File: config.mk
export PLATFORM = sky130hd
export DESIGN_NAME = decode_stage
export DESIGN_NICKNAME = d
export VERILOG_FILES = /design/src/rtl/decode_stage.sv
export SDC_FILE = /design/constraint.sdc
export NUM_CORES = 1
export LEC_CHECK = 0
export ABC_AREA = 1
export BUFFER_PORTS_ARGS = -buffer_cell sky130_fd_sc_hd__buf_4
export CAP_MARGIN = 0
export CORE_UTILIZATION = 50
export DETAILED_ROUTE_END_ITERATION = 8
export HOLD_SLACK_MARGIN = 0.15
export PLACE_DENSITY = 0.73
export SYNTH_ARGS = -nofsm -noshare
export SYNTH_HDL_FRONTEND = slang
export SYNTH_SLANG_ARGS = --single-unit
File: constraint.sdc
create_clock -name clk -period 5.79 [get_ports clk]
set_input_delay 1.158 -clock clk [delete_from_list [all_inputs] [get_ports clk]]
set_output_delay 1.158 -clock clk [all_outputs]
set_load 0.1 [all_outputs]
File: src/rtl/decode_stage.sv
// RV32I decode stage: combinational decode of the fetched word into a control word,
// held in a 1- or 2-entry elastic buffer with valid/ready handshakes toward execute.
module decode_stage #(
    parameter int PC_W     = 32,
    parameter int DEPTH    = 2,
    parameter int ILLCNT_W = 16
) (
    input  logic                clk,
    input  logic                rst,
    input  logic                in_valid,
    output logic                in_ready,
    input  logic [31:0]         instr_in,
    input  logic [PC_W-1:0]     pc_in,
    input  logic                flush,
    output logic                out_valid,
    input  logic                out_ready,
    output logic                RegWrite,
    output logic                ALUSrc,
    output logic                ALUSrcA,
    output logic [3:0]          ALUCtrl,
    output logic [2:0]          IMMSrc,
    output logic [2:0]          MemCtrl,
    output logic                MemWrite,
    output logic [1:0]          ResultSrc,
    output logic [2:0]          BrCtrl,
    output logic [4:0]          rs1,
    output logic [4:0]          rs2,
    output logic [4:0]          rd,
    output logic [PC_W-1:0]     pc_out,
    output logic                illegal,
    output logic [ILLCNT_W-1:0] ill_count
);

    localparam logic [6:0] OP_R     = 7'b0110011;
    localparam logic [6:0] OP_I     = 7'b0010011;
    localparam logic [6:0] OP_LOAD  = 7'b0000011;
    localparam logic [6:0] OP_STORE = 7'b0100011;
    localparam logic [6:0] OP_BR    = 7'b1100011;
    localparam logic [6:0] OP_JAL   = 7'b1101111;
    localparam logic [6:0] OP_JALR  = 7'b1100111;
    localparam logic [6:0] OP_LUI   = 7'b0110111;
    localparam logic [6:0] OP_AUIPC = 7'b0010111;

    localparam logic [3:0] ALU_ADD = 4'd0, ALU_SUB = 4'd1, ALU_AND = 4'd2, ALU_OR = 4'd3;
    localparam logic [3:0] ALU_XOR = 4'd4, ALU_LSL = 4'd5, ALU_LSR = 4'd6, ALU_ASR = 4'd7;
    localparam logic [3:0] ALU_SLT = 4'd8, ALU_SLTU = 4'd9, ALU_PASSB = 4'd10;

    typedef struct packed {
        logic            reg_write;
        logic            alu_src;
        logic            alu_src_a;
        logic [3:0]      alu_ctrl;
        logic [2:0]      imm_src;
        logic [2:0]      mem_ctrl;
        logic            mem_write;
        logic [1:0]      result_src;
        logic [2:0]      br_ctrl;
        logic            illegal;
        logic [4:0]      rs1;
        logic [4:0]      rs2;
        logic [4:0]      rd;
        logic [PC_W-1:0] pc;
    } entry_t;

    typedef enum logic [1:0] {S_EMPTY, S_ONE, S_TWO} state_t;

    state_t                r_state, w_next_state;
    logic                  r_in_ready;
    entry_t                r_slot0, r_slot1;
    entry_t                w_dec, w_head;
    logic [ILLCNT_W-1:0]   r_ill_count;
    logic                  w_accept, w_push, w_pop, w_load0, w_load1, w_ill;
    logic [6:0]            w_op, w_f7;
    logic [2:0]            w_f3;

    // Shared R/I-ALU mapping; alt selects SUB/ASR where funct7 bit 5 applies.
    function automatic logic [3:0] alu_of_f3(input logic [2:0] f3, input logic alt_add, input logic alt_sr);
        case (f3)
            3'b000:  alu_of_f3 = alt_add ? ALU_SUB : ALU_ADD;
            3'b001:  alu_of_f3 = ALU_LSL;
            3'b010:  alu_of_f3 = ALU_SLT;
            3'b011:  alu_of_f3 = ALU_SLTU;
            3'b100:  alu_of_f3 = ALU_XOR;
            3'b101:  alu_of_f3 = alt_sr ? ALU_ASR : ALU_LSR;
            3'b110:  alu_of_f3 = ALU_OR;
            default: alu_of_f3 = ALU_AND;
        endcase
    endfunction

    assign w_op = instr_in[6:0];
    assign w_f3 = instr_in[14:12];
    assign w_f7 = instr_in[31:25];

    // NOTE: every field gets a default before the case so no path leaves a latch.
    always_comb begin
        w_dec     = '0;
        w_ill     = 1'b0;
        w_dec.rs1 = instr_in[19:15];
        w_dec.rs2 = instr_in[24:20];
        w_dec.rd  = instr_in[11:7];
        w_dec.pc  = pc_in;
        case (w_op)
            OP_R: begin
                w_dec.reg_write = 1'b1;
                w_dec.alu_ctrl  = alu_of_f3(w_f3, w_f7[5], w_f7[5]);
                w_ill = !(w_f7 == 7'h00 || (w_f7 == 7'h20 && (w_f3 == 3'b000 || w_f3 == 3'b101)));
            end
            OP_I: begin
                w_dec.reg_write = 1'b1;
                w_dec.alu_src   = 1'b1;
                w_dec.alu_ctrl  = alu_of_f3(w_f3, 1'b0, w_f7[5]);
                w_ill = (w_f3 == 3'b001 && w_f7 != 7'h00) ||
                        (w_f3 == 3'b101 && w_f7 != 7'h00 && w_f7 != 7'h20);
            end
            OP_LOAD: begin
                w_dec.reg_write  = 1'b1;
                w_dec.alu_src    = 1'b1;
                w_dec.mem_ctrl   = w_f3;
                w_dec.result_src = 2'd1;
                w_ill = (w_f3 == 3'b011 || w_f3 == 3'b110 || w_f3 == 3'b111);
            end
            OP_STORE: begin
                w_dec.alu_src   = 1'b1;
                w_dec.imm_src   = 3'd1;
                w_dec.mem_ctrl  = w_f3;
                w_dec.mem_write = 1'b1;
                w_ill = (w_f3 > 3'b010);
            end
            OP_BR: begin
                w_dec.imm_src = 3'd2;
                case (w_f3)
                    3'b000:  begin w_dec.alu_ctrl = ALU_SUB;  w_dec.br_ctrl = 3'd1; end
                    3'b001:  begin w_dec.alu_ctrl = ALU_SUB;  w_dec.br_ctrl = 3'd2; end
                    3'b100:  begin w_dec.alu_ctrl = ALU_SLT;  w_dec.br_ctrl = 3'd2; end
                    3'b101:  begin w_dec.alu_ctrl = ALU_SLT;  w_dec.br_ctrl = 3'd1; end
                    3'b110:  begin w_dec.alu_ctrl = ALU_SLTU; w_dec.br_ctrl = 3'd2; end
                    3'b111:  begin w_dec.alu_ctrl = ALU_SLTU; w_dec.br_ctrl = 3'd1; end
                    default: w_ill = 1'b1;
                endcase
            end
            OP_JAL: begin
                w_dec.reg_write  = 1'b1;
                w_dec.alu_src    = 1'b1;
                w_dec.alu_src_a  = 1'b1;
                w_dec.imm_src    = 3'd4;
                w_dec.result_src = 2'd2;
                w_dec.br_ctrl    = 3'd3;
            end
            OP_JALR: begin
                w_dec.reg_write  = 1'b1;
                w_dec.alu_src    = 1'b1;
                w_dec.result_src = 2'd2;
                w_dec.br_ctrl    = 3'd4;
                w_ill = (w_f3 != 3'b000);
            end
            OP_LUI: begin
                w_dec.reg_write = 1'b1;
                w_dec.alu_src   = 1'b1;
                w_dec.alu_ctrl  = ALU_PASSB;
                w_dec.imm_src   = 3'd3;
            end
            OP_AUIPC: begin
                w_dec.reg_write = 1'b1;
                w_dec.alu_src   = 1'b1;
                w_dec.alu_src_a = 1'b1;
                w_dec.imm_src   = 3'd3;
            end
            default: w_ill = 1'b1;
        endcase
        if (w_ill) begin
            w_dec.reg_write  = 1'b0;
            w_dec.alu_src    = 1'b0;
            w_dec.alu_src_a  = 1'b0;
            w_dec.alu_ctrl   = '0;
            w_dec.imm_src    = '0;
            w_dec.mem_ctrl   = '0;
            w_dec.mem_write  = 1'b0;
            w_dec.result_src = '0;
            w_dec.br_ctrl    = '0;
            w_dec.illegal    = 1'b1;
        end else if (w_dec.rd == 5'd0) begin
            w_dec.reg_write  = 1'b0;
        end
    end

    // Occupancy next-state and handshake outputs; flush overrides every transition.
    always_comb begin
        w_next_state = r_state;
        out_valid    = (r_state != S_EMPTY);
        in_ready     = (DEPTH == 1) ? (r_in_ready && (r_state == S_EMPTY || out_ready)) : r_in_ready;
        w_accept     = in_valid && in_ready;
        w_push       = w_accept && !flush;
        w_pop        = out_valid && out_ready;
        case (r_state)
            S_EMPTY: if (w_push) w_next_state = S_ONE;
            S_ONE: begin
                if (w_push && !w_pop)      w_next_state = S_TWO;
                else if (!w_push && w_pop) w_next_state = S_EMPTY;
            end
            S_TWO:   if (w_pop) w_next_state = S_ONE;
            default: w_next_state = S_EMPTY;
        endcase
        if (flush) w_next_state = S_EMPTY;
    end

    assign w_load0 = (r_state == S_EMPTY && w_push) || (r_state == S_ONE && w_push && w_pop) ||
                     (r_state == S_TWO && w_pop);
    assign w_load1 = (r_state == S_ONE && w_push && !w_pop);

    // NOTE: sequential state uses non-blocking assignments so all registers update together.
    always_ff @(posedge clk or posedge rst) begin
        if (rst) begin
            r_state    <= S_EMPTY;
            r_in_ready <= 1'b0;
        end else begin
            r_state    <= w_next_state;
            r_in_ready <= (DEPTH == 1) ? 1'b1 : (w_next_state != S_TWO);
        end
    end

    // NOTE: the two buffer slots are reset too, so pc_out and controls read zero straight out of reset.
    always_ff @(posedge clk or posedge rst) begin
        if (rst) begin
            r_slot0     <= '0;
            r_slot1     <= '0;
            r_ill_count <= '0;
        end else begin
            if (w_load0) r_slot0 <= (r_state == S_TWO) ? r_slot1 : w_dec;
            if (w_load1) r_slot1 <= w_dec;
            if (w_push && w_dec.illegal && !(&r_ill_count))
                r_ill_count <= r_ill_count + ILLCNT_W'(1);
        end
    end

    assign w_head    = out_valid ? r_slot0 : '0;
    assign RegWrite  = w_head.reg_write;
    assign ALUSrc    = w_head.alu_src;
    assign ALUSrcA   = w_head.alu_src_a;
    assign ALUCtrl   = w_head.alu_ctrl;
    assign IMMSrc    = w_head.imm_src;
    assign MemCtrl   = w_head.mem_ctrl;
    assign MemWrite  = w_head.mem_write;
    assign ResultSrc = w_head.result_src;
    assign BrCtrl    = w_head.br_ctrl;
    assign rs1       = w_head.rs1;
    assign rs2       = w_head.rs2;
    assign rd        = w_head.rd;
    assign pc_out    = w_head.pc;
    assign illegal   = w_head.illegal;
    assign ill_count = r_ill_count;

endmodule

### Word-level counts from Yosys, hierarchy flattened

Cells that the tools add are included.

| storage, ports and cells | value |
|---|---|
| bits in registers | 153 |
| bits of input ports | 69 |
| output and inout bits | 85 |
| logic and storage cells | 131 |

| cells by class | value |
|---|---|
| add/sub/neg operators | 1 |
| order comparisons | 1 |
| equal/unequal tests | 21 |
| muxes and demuxes | 28 |
| reduce and logical (&&, ||, !) cells | 49 |

Operator list:

| operator | number |
|---|---|
| $mux W67 | 2 |
| $pmux W4 S7 | 2 |
| $eq A7 B6 Y1 const B | 4 |
| $eq A7 B7 Y1 const B | 3 |
| $mux W19 | 1 |
| $add A16 B1 Y16 const B | 1 |
| $logic_and A1 B1 Y1 | 16 |
| $pmux W4 S4 | 1 |
| $reduce_and A16 Y1 | 1 |
| $eq A7 B5 Y1 const B | 2 |
| $reduce_or A2 Y1 | 7 |
| $reduce_or A7 Y1 | 2 |
| $eq A3 B3 Y1 const B | 4 |
| $pmux W3 S4 | 1 |
| $pmux W4 S3 | 1 |
| $mux W2 | 5 |
| $mux W1 | 9 |
| $pmux W3 S3 | 1 |
| $reduce_or A3 Y1 | 3 |
| $pmux W2 S2 | 2 |
| $eq A7 B2 Y1 const B | 1 |
| $logic_not A7 Y1 | 1 |
| $logic_or A1 B1 Y1 | 7 |
| $ne A7 B6 Y1 const B | 1 |
| other kinds (17) | 22 |

### Depth between registers and ports, before layout

Gate-level depths: netlist of the first run.

| logic depth | value |
|---|---|
| depth after elaboration | 9 |
| gate-level depth with buffers | 14 |
| depth with buffers taken out | 13 |

### Worst setup path after synthesis of the first run

OpenSTA, ideal clock, no wires.

| path | value |
|---|---|
| path kind | register -> output |
| start point | register r_state[0] |
| end point | output ALUCtrl[0] |
| data arrival time | 2.158 ns |
| data required time | 4.632 ns |
| slack | 2.474 ns |
| stages on the path, launching flop included | 5 |
| buffers on the path | 2 |
| cell sequence | dfrtp_1 nor2_1 clkbuf_1 clkbuf_1 nor2_1 |

| on the way | value |
|---|---|
| longest elaborated chain between the ends | 2 |

Ends and longest elaborated chain:

| element | line | text |
|---|---|---|
| from (decl) | 67 | `state_t r_state, w_next_state;` |
| from (signal assigned) | 216 | `r_state <= w_next_state;` |
| $reduce_bool A2 Y1 | 189 | `out_valid = (r_state != S_EMPTY);` |
| $mux W67 | 235 | `assign w_head = out_valid ? r_slot0 : '0;` |
| to (decl) | 20 | `output logic [3:0] ALUCtrl,` |

Every way passes these cells.

### Final worst setup path of the first run

| path | value |
|---|---|
| start point | register r_state[0] |
| end point | output rs2[4] |

| on the way | value |
|---|---|
| longest elaborated chain between the ends | 2 |

Ends and longest elaborated chain:

| element | line | text |
|---|---|---|
| $reduce_bool A2 Y1 | 189 |  |
| $mux W67 | 235 |  |
| to (decl) | 27 | `output logic [4:0] rs2,` |

Every way passes these cells.

==> impl_metrics.toml, run 1 <==
[status]
status = "finished clean"

[place]
place_congestion = 0.865
dpl_cell_area_sq_mm = 0.00911
hpwl_um = 12100
io_buffers = 153

[sta]
tightest_slew_ps = 1080
min_period_ps = 3610
rsz0062_at_grt = "false"
fin_crit_sh = 0.624
setup_violations = 0
hold_viol_final = 0
hold_slack_ps = 484
setup_tns_ps = 0
finClkSkew_ps = 9.30
slew_violations = 0
max_freq_ghz = 0.277
slew_headroom = 0.279

[critical_path]
worstSetupPathType = "flip-flop to output pin"
crit_required_ps = 4630
worstReg2RegEnd = "r_slot0[64]"
cp-end-kind = "output pin"
ff2ff_setup_slack_ps = 2490
worstSetupStartpointType = "flip-flop"
slowest_delay_ps = 710
r2r_cells = 7
slowest_stage = "nor2_4"
path_cells = "nor2_4 -> buf_4 -> nor2_1 -> buf_4"
crit_arrival_ps = 2450
worst_path_most_repeated_cell = "buf_4"
path_max_fanout = 38
r2r-start = "r_state[0]"

[flow_run]
drv_cap = 0

[power]
max-vdd-ir-drop_v = 0.000376
powerDensity_mw_per_mm2 = 344
p_total_w = 0.00335
leakagePower_nw = 5.07

[synthesis]
yosysSeqAreaShare = 0.487
synthCells = 1014
syn_area_sq_mm = 0.00786
synth.top_cells.by_count = "nand2_1 (213), inv_1 (154), dfrtp_1 (153)"
synth.avg_cell_area_sq_um = 7.75
ys.flop_type = "dfrtp_1"
ys_seq_elements = 153
synth_cell_types = 36
yosysTopAreaCell = "dfrtp_1"
synth_area_leaders = "dfrtp_1 (49%), nand2_1 (10%), o21ai_0 (8.0%)"
syn-num-nets = 1089
synth.top_cell.area_share = 0.487
async_flop_share = 1.00
synth_edf_count = 0
ys_warn_count = 0
synth.most_common_cell = "nand2_1"

[cts]
insertion_delay_ps = 430
clockBufferDepth = 2
clk_pin_slew_worst_paths_ps = 70
clock_sinks = 153
ctsHtreeMaxLevel = 4
tritoncts = "yes"
cts_setup_buffers = 0
hold_buffers = 0
cts_resized = 0
cts_buffers = 17
cts_root_buf = "clkbuf_16"

[drt]
drt-initial-drc-count = 595
drc_errors = 0
viasPerCell = 5.01
finalWirelength_um = 18200
num_vias = 6830
routedWlPerCell_um = 13.4
ant_nets = 0
drt_first_pass_iters = 5

[die]
fp-row-count = 45
initial_core_util = 0.515
ios = 154
dieHeight_um = 127
die_w_um = 127
coreArea_sq_mm = 0.0153
dieArea_sq_mm = 0.0162

[finish]
layout-drive-gt1-share = 0.202
area_delta_synth_final_pct = 24.1
utilization = 0.639
n_antenna_cell = 0
nNetsFinal = 1214
nFillCells = 1356
stdcell_area_sq_mm = 0.00975

[global_route]
grt.total_usage = 0.235
grt_max_degree = 116
grt_pass1_wl_um = 30300
grt_pass1_vias = 6325
antenna_found_initial = 0
grt.overflow.total = 0

[min_path]
min-delay-start = "r_slot0[50]"
min_path_type = "flip-flop to flip-flop"
worstHoldEndpoint = "r_slot0[50]"
hold_depth = 2
[registers in the layout (all words and copies together), names as in the netlist]
signal / flops
ill_count: 16
r_slot0: 67
in_ready: 1
r_state: 2
r_slot1: 67
[critical path: cells and delay by family (launching register included)]
family | cells | cell delay, ps
simple gates | 2 | 840
flops | 1 | 450
buf+inv | 2 | 730
[cell families (layout without fill, tap and decap cells)]
family / count (synthesis) / after routing / synth area share
buffers and inverters: 218 / 356 / 0.109
AND/OR/NAND/NOR: 411 / 411 / 0.225
flip-flops: 153 / 153 / 0.487
adder cells (fa/ha/maj): 6 / 6 / 0.00955
AO/OA/AOI/OAI: 213 / 213 / 0.156
XOR/XNOR: 13 / 13 / 0.0145
[metal layers]
metal	global-route usage	vias up	share of wire
met5	0	-	0
met4	0.0931	0	0.016
met3	0.0415	25	0.052
met2	0.364	189	0.45
met1	0.330	3148	0.48
li1	-	3468	-
[cell type report]
class | count | area, sq um | area share
repair buffers | 158 | 1190 | 0.122
clock inverters | 15 | 214 | 0.0219
well taps | 211 | 264 | 0.0271
clock buffers | 17 | 425 | 0.0436
inverters | 166 | 636 | 0.0652
multi-input cells | 643 | 3200 | 0.328
flip-flops and latches | 153 | 3830 | 0.393
[placed cells by master (no fill, tap or decap), types with 2 or more instances in the layout]
cell        count
clkinv_2        2
nor4_1          5
inv_6           6
o21ai_0       125
nor2_2          4
o21ai_1        14
nand3_1        31
inv_2          10
bufinv_16       4
nand2_8         2
xnor2_1         5
nor2_4          4
clkinv_4        2
xor2_1          8
nor3_1          4
clkinvlp_4      4
inv_1         152
nand4_2         2
a21oi_1        15
nor2_1        122
ha_1            6
nand2_2         5
nand4_1        13
o211ai_1       49
dfrtp_1       153
clkbuf_16      17
nand2_1       213
o21ai_2         7
buf_4         158
[per-stage QoR]
| step | setup slack (ps) | std cells |
|---|---|---|
| final | 2180 | 1363 |
| after global routing | 2050 | 1363 |
| after CTS | 2110 | 1363 |
| after detailed placement | 2200 | 1331 |
| after global placement | 2430 | 1331 |
| after floorplan | 511 | 1014 |
[worst max path at each step]
stage | from | to | slack [ps] | cells after the start
2_1_floorplan | rst | ill_count[0] | 510 | 1
4_1_cts | r_state[0] | rs2[4] | 2110 | 4
3_3_place_gp | flush | r_slot1[42] | 2430 | 10
5_1_grt | r_state[0] | rs2[4] | 2050 | 4
3_5_place_dp | flush | r_slot1[9] | 2200 | 9
6_report | r_state[0] | rs2[4] | 2180 | 4
[where the power goes]
group | internal, W | switching, W | leakage (nW)
clock network | 0.000730 | 0.000468 | 0.299
registers | 0.00125 | 0.0000982 | 1.97
logic | 0.000208 | 0.000597 | 2.80
No activity file was read; power rests on OpenSTA's default activity.
==> run 2, diff against run 1 <==
Settings changed: ABC_AREA 1 to 0, PLACE_DENSITY 0.73 to 0.74.
Clock period 5.79 ns to 3.36 ns, I/O delays scaled along.
==> run 2 against run 1 <==
Compared with the run above: clock power is 61% higher; synthesized cell count is 14% lower; die area is 5.7% lower; power is 74% higher; register-to-register slack worse by 1100 ps; sequential power is 76% higher; clock skew is 5.1 ps lower; worst setup slack worse by 1700 ps; design area is 4.0% lower; critical path depth stayed put; wire length is 2.4% higher.
==> impl_metrics.toml, run 2 <==
[status]
status = "finished clean"

[critical_path]
crit_family = "simple AND/OR/NAND/NOR gates"
crit_required_ps = 2690
path_max_fanout = 36
critical_path_cell_count = 4
crit_arrival_ps = 2210
crit_buf_inv = 2
slowest_stage = "or2_2"
setup.worst_path.end = "rs1[3]"
ff2ff_setup_slack_ps = 1350
worstSetupStartpoint = "r_state[1]"
worstSetupPathType = "flip-flop to output pin"
path_cells = "or2_2 -> buf_12 -> and2_1 -> buf_4"
r2r_cells = 6
cp-end-kind = "output pin"
r2r-start = "in_ready"
worstReg2RegEnd = "r_slot1[38]"
worstSetupStartpointType = "flip-flop"
slowest_delay_ps = 560

[power]
pwr-share-clk = 0.331
powerDensity_mw_per_mm2 = 624
max-vdd-ir-drop_v = 0.000682
swShare = 0.348
leakagePower_nw = 4.54
p_switching_w = 0.00203
comb_power_share = 0.261
p_total_w = 0.00584
internal_power_w = 0.00381
seq_power_share = 0.408

[place]
hpwl_um = 12400
io_buffers = 153
place_congestion = 0.863
dpl_cell_area_sq_mm = 0.00875
dp.cells = 1165

[global_route]
busiest_layer = "met2"
grt_pass1_wl_um = 30200
grt.overflow.total = 0
use_met2 = 0.403
grt_max_degree = 63
met1_usage = 0.360
grt.total_usage = 0.259
antenna_found_initial = 0
grt_pass1_vias = 5966
met3_usage = 0.0540

[drt]
routedWlPerCell_um = 15.6
finalWirelength_um = 18700
num_vias = 6441
viasPerCell = 5.38
drc_errors = 0
drt-initial-drc-count = 594
drt_first_pass_iters = 5
ant_nets = 0

[cts]
cts_buffers = 17
cts_resized = 0
clockBufferDepth = 2
ctsHtreeMaxLevel = 4
tritoncts = "yes"
clock_sinks = 153
cts_root_buf = "clkbuf_16"
hold_buffers = 0
clk_pin_slew_worst_paths_ps = 60
cts_setup_buffers = 0
insertion_delay_ps = 420

[sta]
max_freq_ghz = 0.347
finClkSkew_ps = 4.18
slew_headroom = 0.385
setup_violations = 0
hold_viol_final = 0
slew_violations = 0
fin_crit_sh = 0.858
hold_slack_ps = 432
min_period_ps = 2880
setup_tns_ps = 0
tightest_slew_ps = 920
rsz0062_at_grt = "false"

[finish]
area_delta_synth_final_pct = 26.4
layout-drive-gt1-share = 0.214
nNetsFinal = 1075
final_common_cell = "nand2_1"
n_antenna_cell = 0
final_cell_mix = "nand2_1 (279), buf_4 (164), dfrtp_1 (153)"
final_cells = 1197
stdcell_area_sq_mm = 0.00936

[flow_run]
drv_cap = 0

[synthesis]
syn-num-nets = 943
synth_cell_types = 52
synth_area_leaders = "dfrtp_1 (52%), nand2_1 (14%), and2_1 (5.8%)"
yosysSeqAreaShare = 0.517
synth.avg_cell_area_sq_um = 8.53
synth.top_cell.area_share = 0.517
ys_warn_count = 0
syn_area_sq_mm = 0.00740
ys.flop_type = "dfrtp_1"
synth.most_common_cell = "nand2_1"
yosysTopAreaCell = "dfrtp_1"
async_flop_share = 1.00
ys_seq_elements = 153
synth.top_cells.by_count = "nand2_1 (280), dfrtp_1 (153), nor2_1 (83)"
synth_edf_count = 0
synthCells = 868

[die]
coreArea_sq_mm = 0.0145
die_w_um = 124
dieHeight_um = 124
fp-row-count = 44
dieArea_sq_mm = 0.0153
initial_core_util = 0.511
ios = 154

[min_path]
min_path_type = "input port to flip-flop"
min-delay-start = "flush"
## run 2: cell types whose count changed in the layout (fill, tap and decap cells not counted), sizes merged, moves of 46 or more
cell / before / now
o21ai: 146 / 14
nand2: 221 / 280
o211ai: 49 / 3
a31oi: 1 / 53
inv: 169 / 5
and2: 0 / 69
nor2: 131 / 83
## run 2: routing by layer
layer	routed length, um	up-vias
li1	-	3147
met1	8380	3030
met2	8770	231
met3	1210	33
met4	307	0
met5	0	-
## run 2: worst min-delay path by stage
| stage | slack [ps] | end | depth (start not counted) |
|---|---|---|---|
| 2_1_floorplan | 440 | r_slot0[54] | 2 |
| 3_3_place_gp | 460 | r_slot1[19] | 2 |
| 3_5_place_dp | 460 | r_slot1[31] | 2 |
| 4_1_cts | 410 | r_state[0] | 2 |
| 5_1_grt | 430 | r_state[0] | 2 |
| 6_report | 430 | r_state[0] | 2 |
## run 2: logic make-up (layout without fill, tap and decap cells)
group	Yosys count	count (layout)	share of synthesized area
AND/OR/NAND/NOR	504	504	0.308
buffers and inverters	62	207	0.0352
flip-flops	153	153	0.517
adder cells (fa/ha/maj)	6	6	0.0101
XOR/XNOR	15	15	0.0178
AO/OA/AOI/OAI	125	125	0.108
multiplexers	3	3	0.00423
## run 2: worst reg2reg max path, delay by kind of cell (launching register included)
| family | cells | cell delay [ps] |
|---|---|---|
| buffers and inverters | 1 | 420 |
| DFF | 1 | 390 |
| and+or+nand+nor | 5 | 1090 |
## run 2: metrics by stage
step / util / worst slack (ps)
floorplan: - / 247
detailed placement: 0.605 / 612
CTS: 0.646 / 443
finish: 0.646 / 479
global route: 0.646 / 365
global placement: 0.605 / 637
## run 2: layout make-up
type,count,area (sq um)
Clock buffer,25,515
Inverter,6,26.3
Multi-Input combinational cell,653,3340
Timing Repair Buffer,169,1330
Sequential cell,153,3830
Fill cell,1266,5120
Clock inverter,7,87.6
Tap cell,184,230
## run 2: power by group through the flow
stage,Sequential (W),Clock [W],Combinational [W]
2_1_floorplan,0.00258,0,0.000955
3_3_place_gp,0.00240,0,0.00151
3_5_place_dp,0.00241,0,0.00153
4_1_cts,0.00238,0.00195,0.00153
5_1_grt,0.00243,0.00204,0.00164
6_report,0.00238,0.00193,0.00152
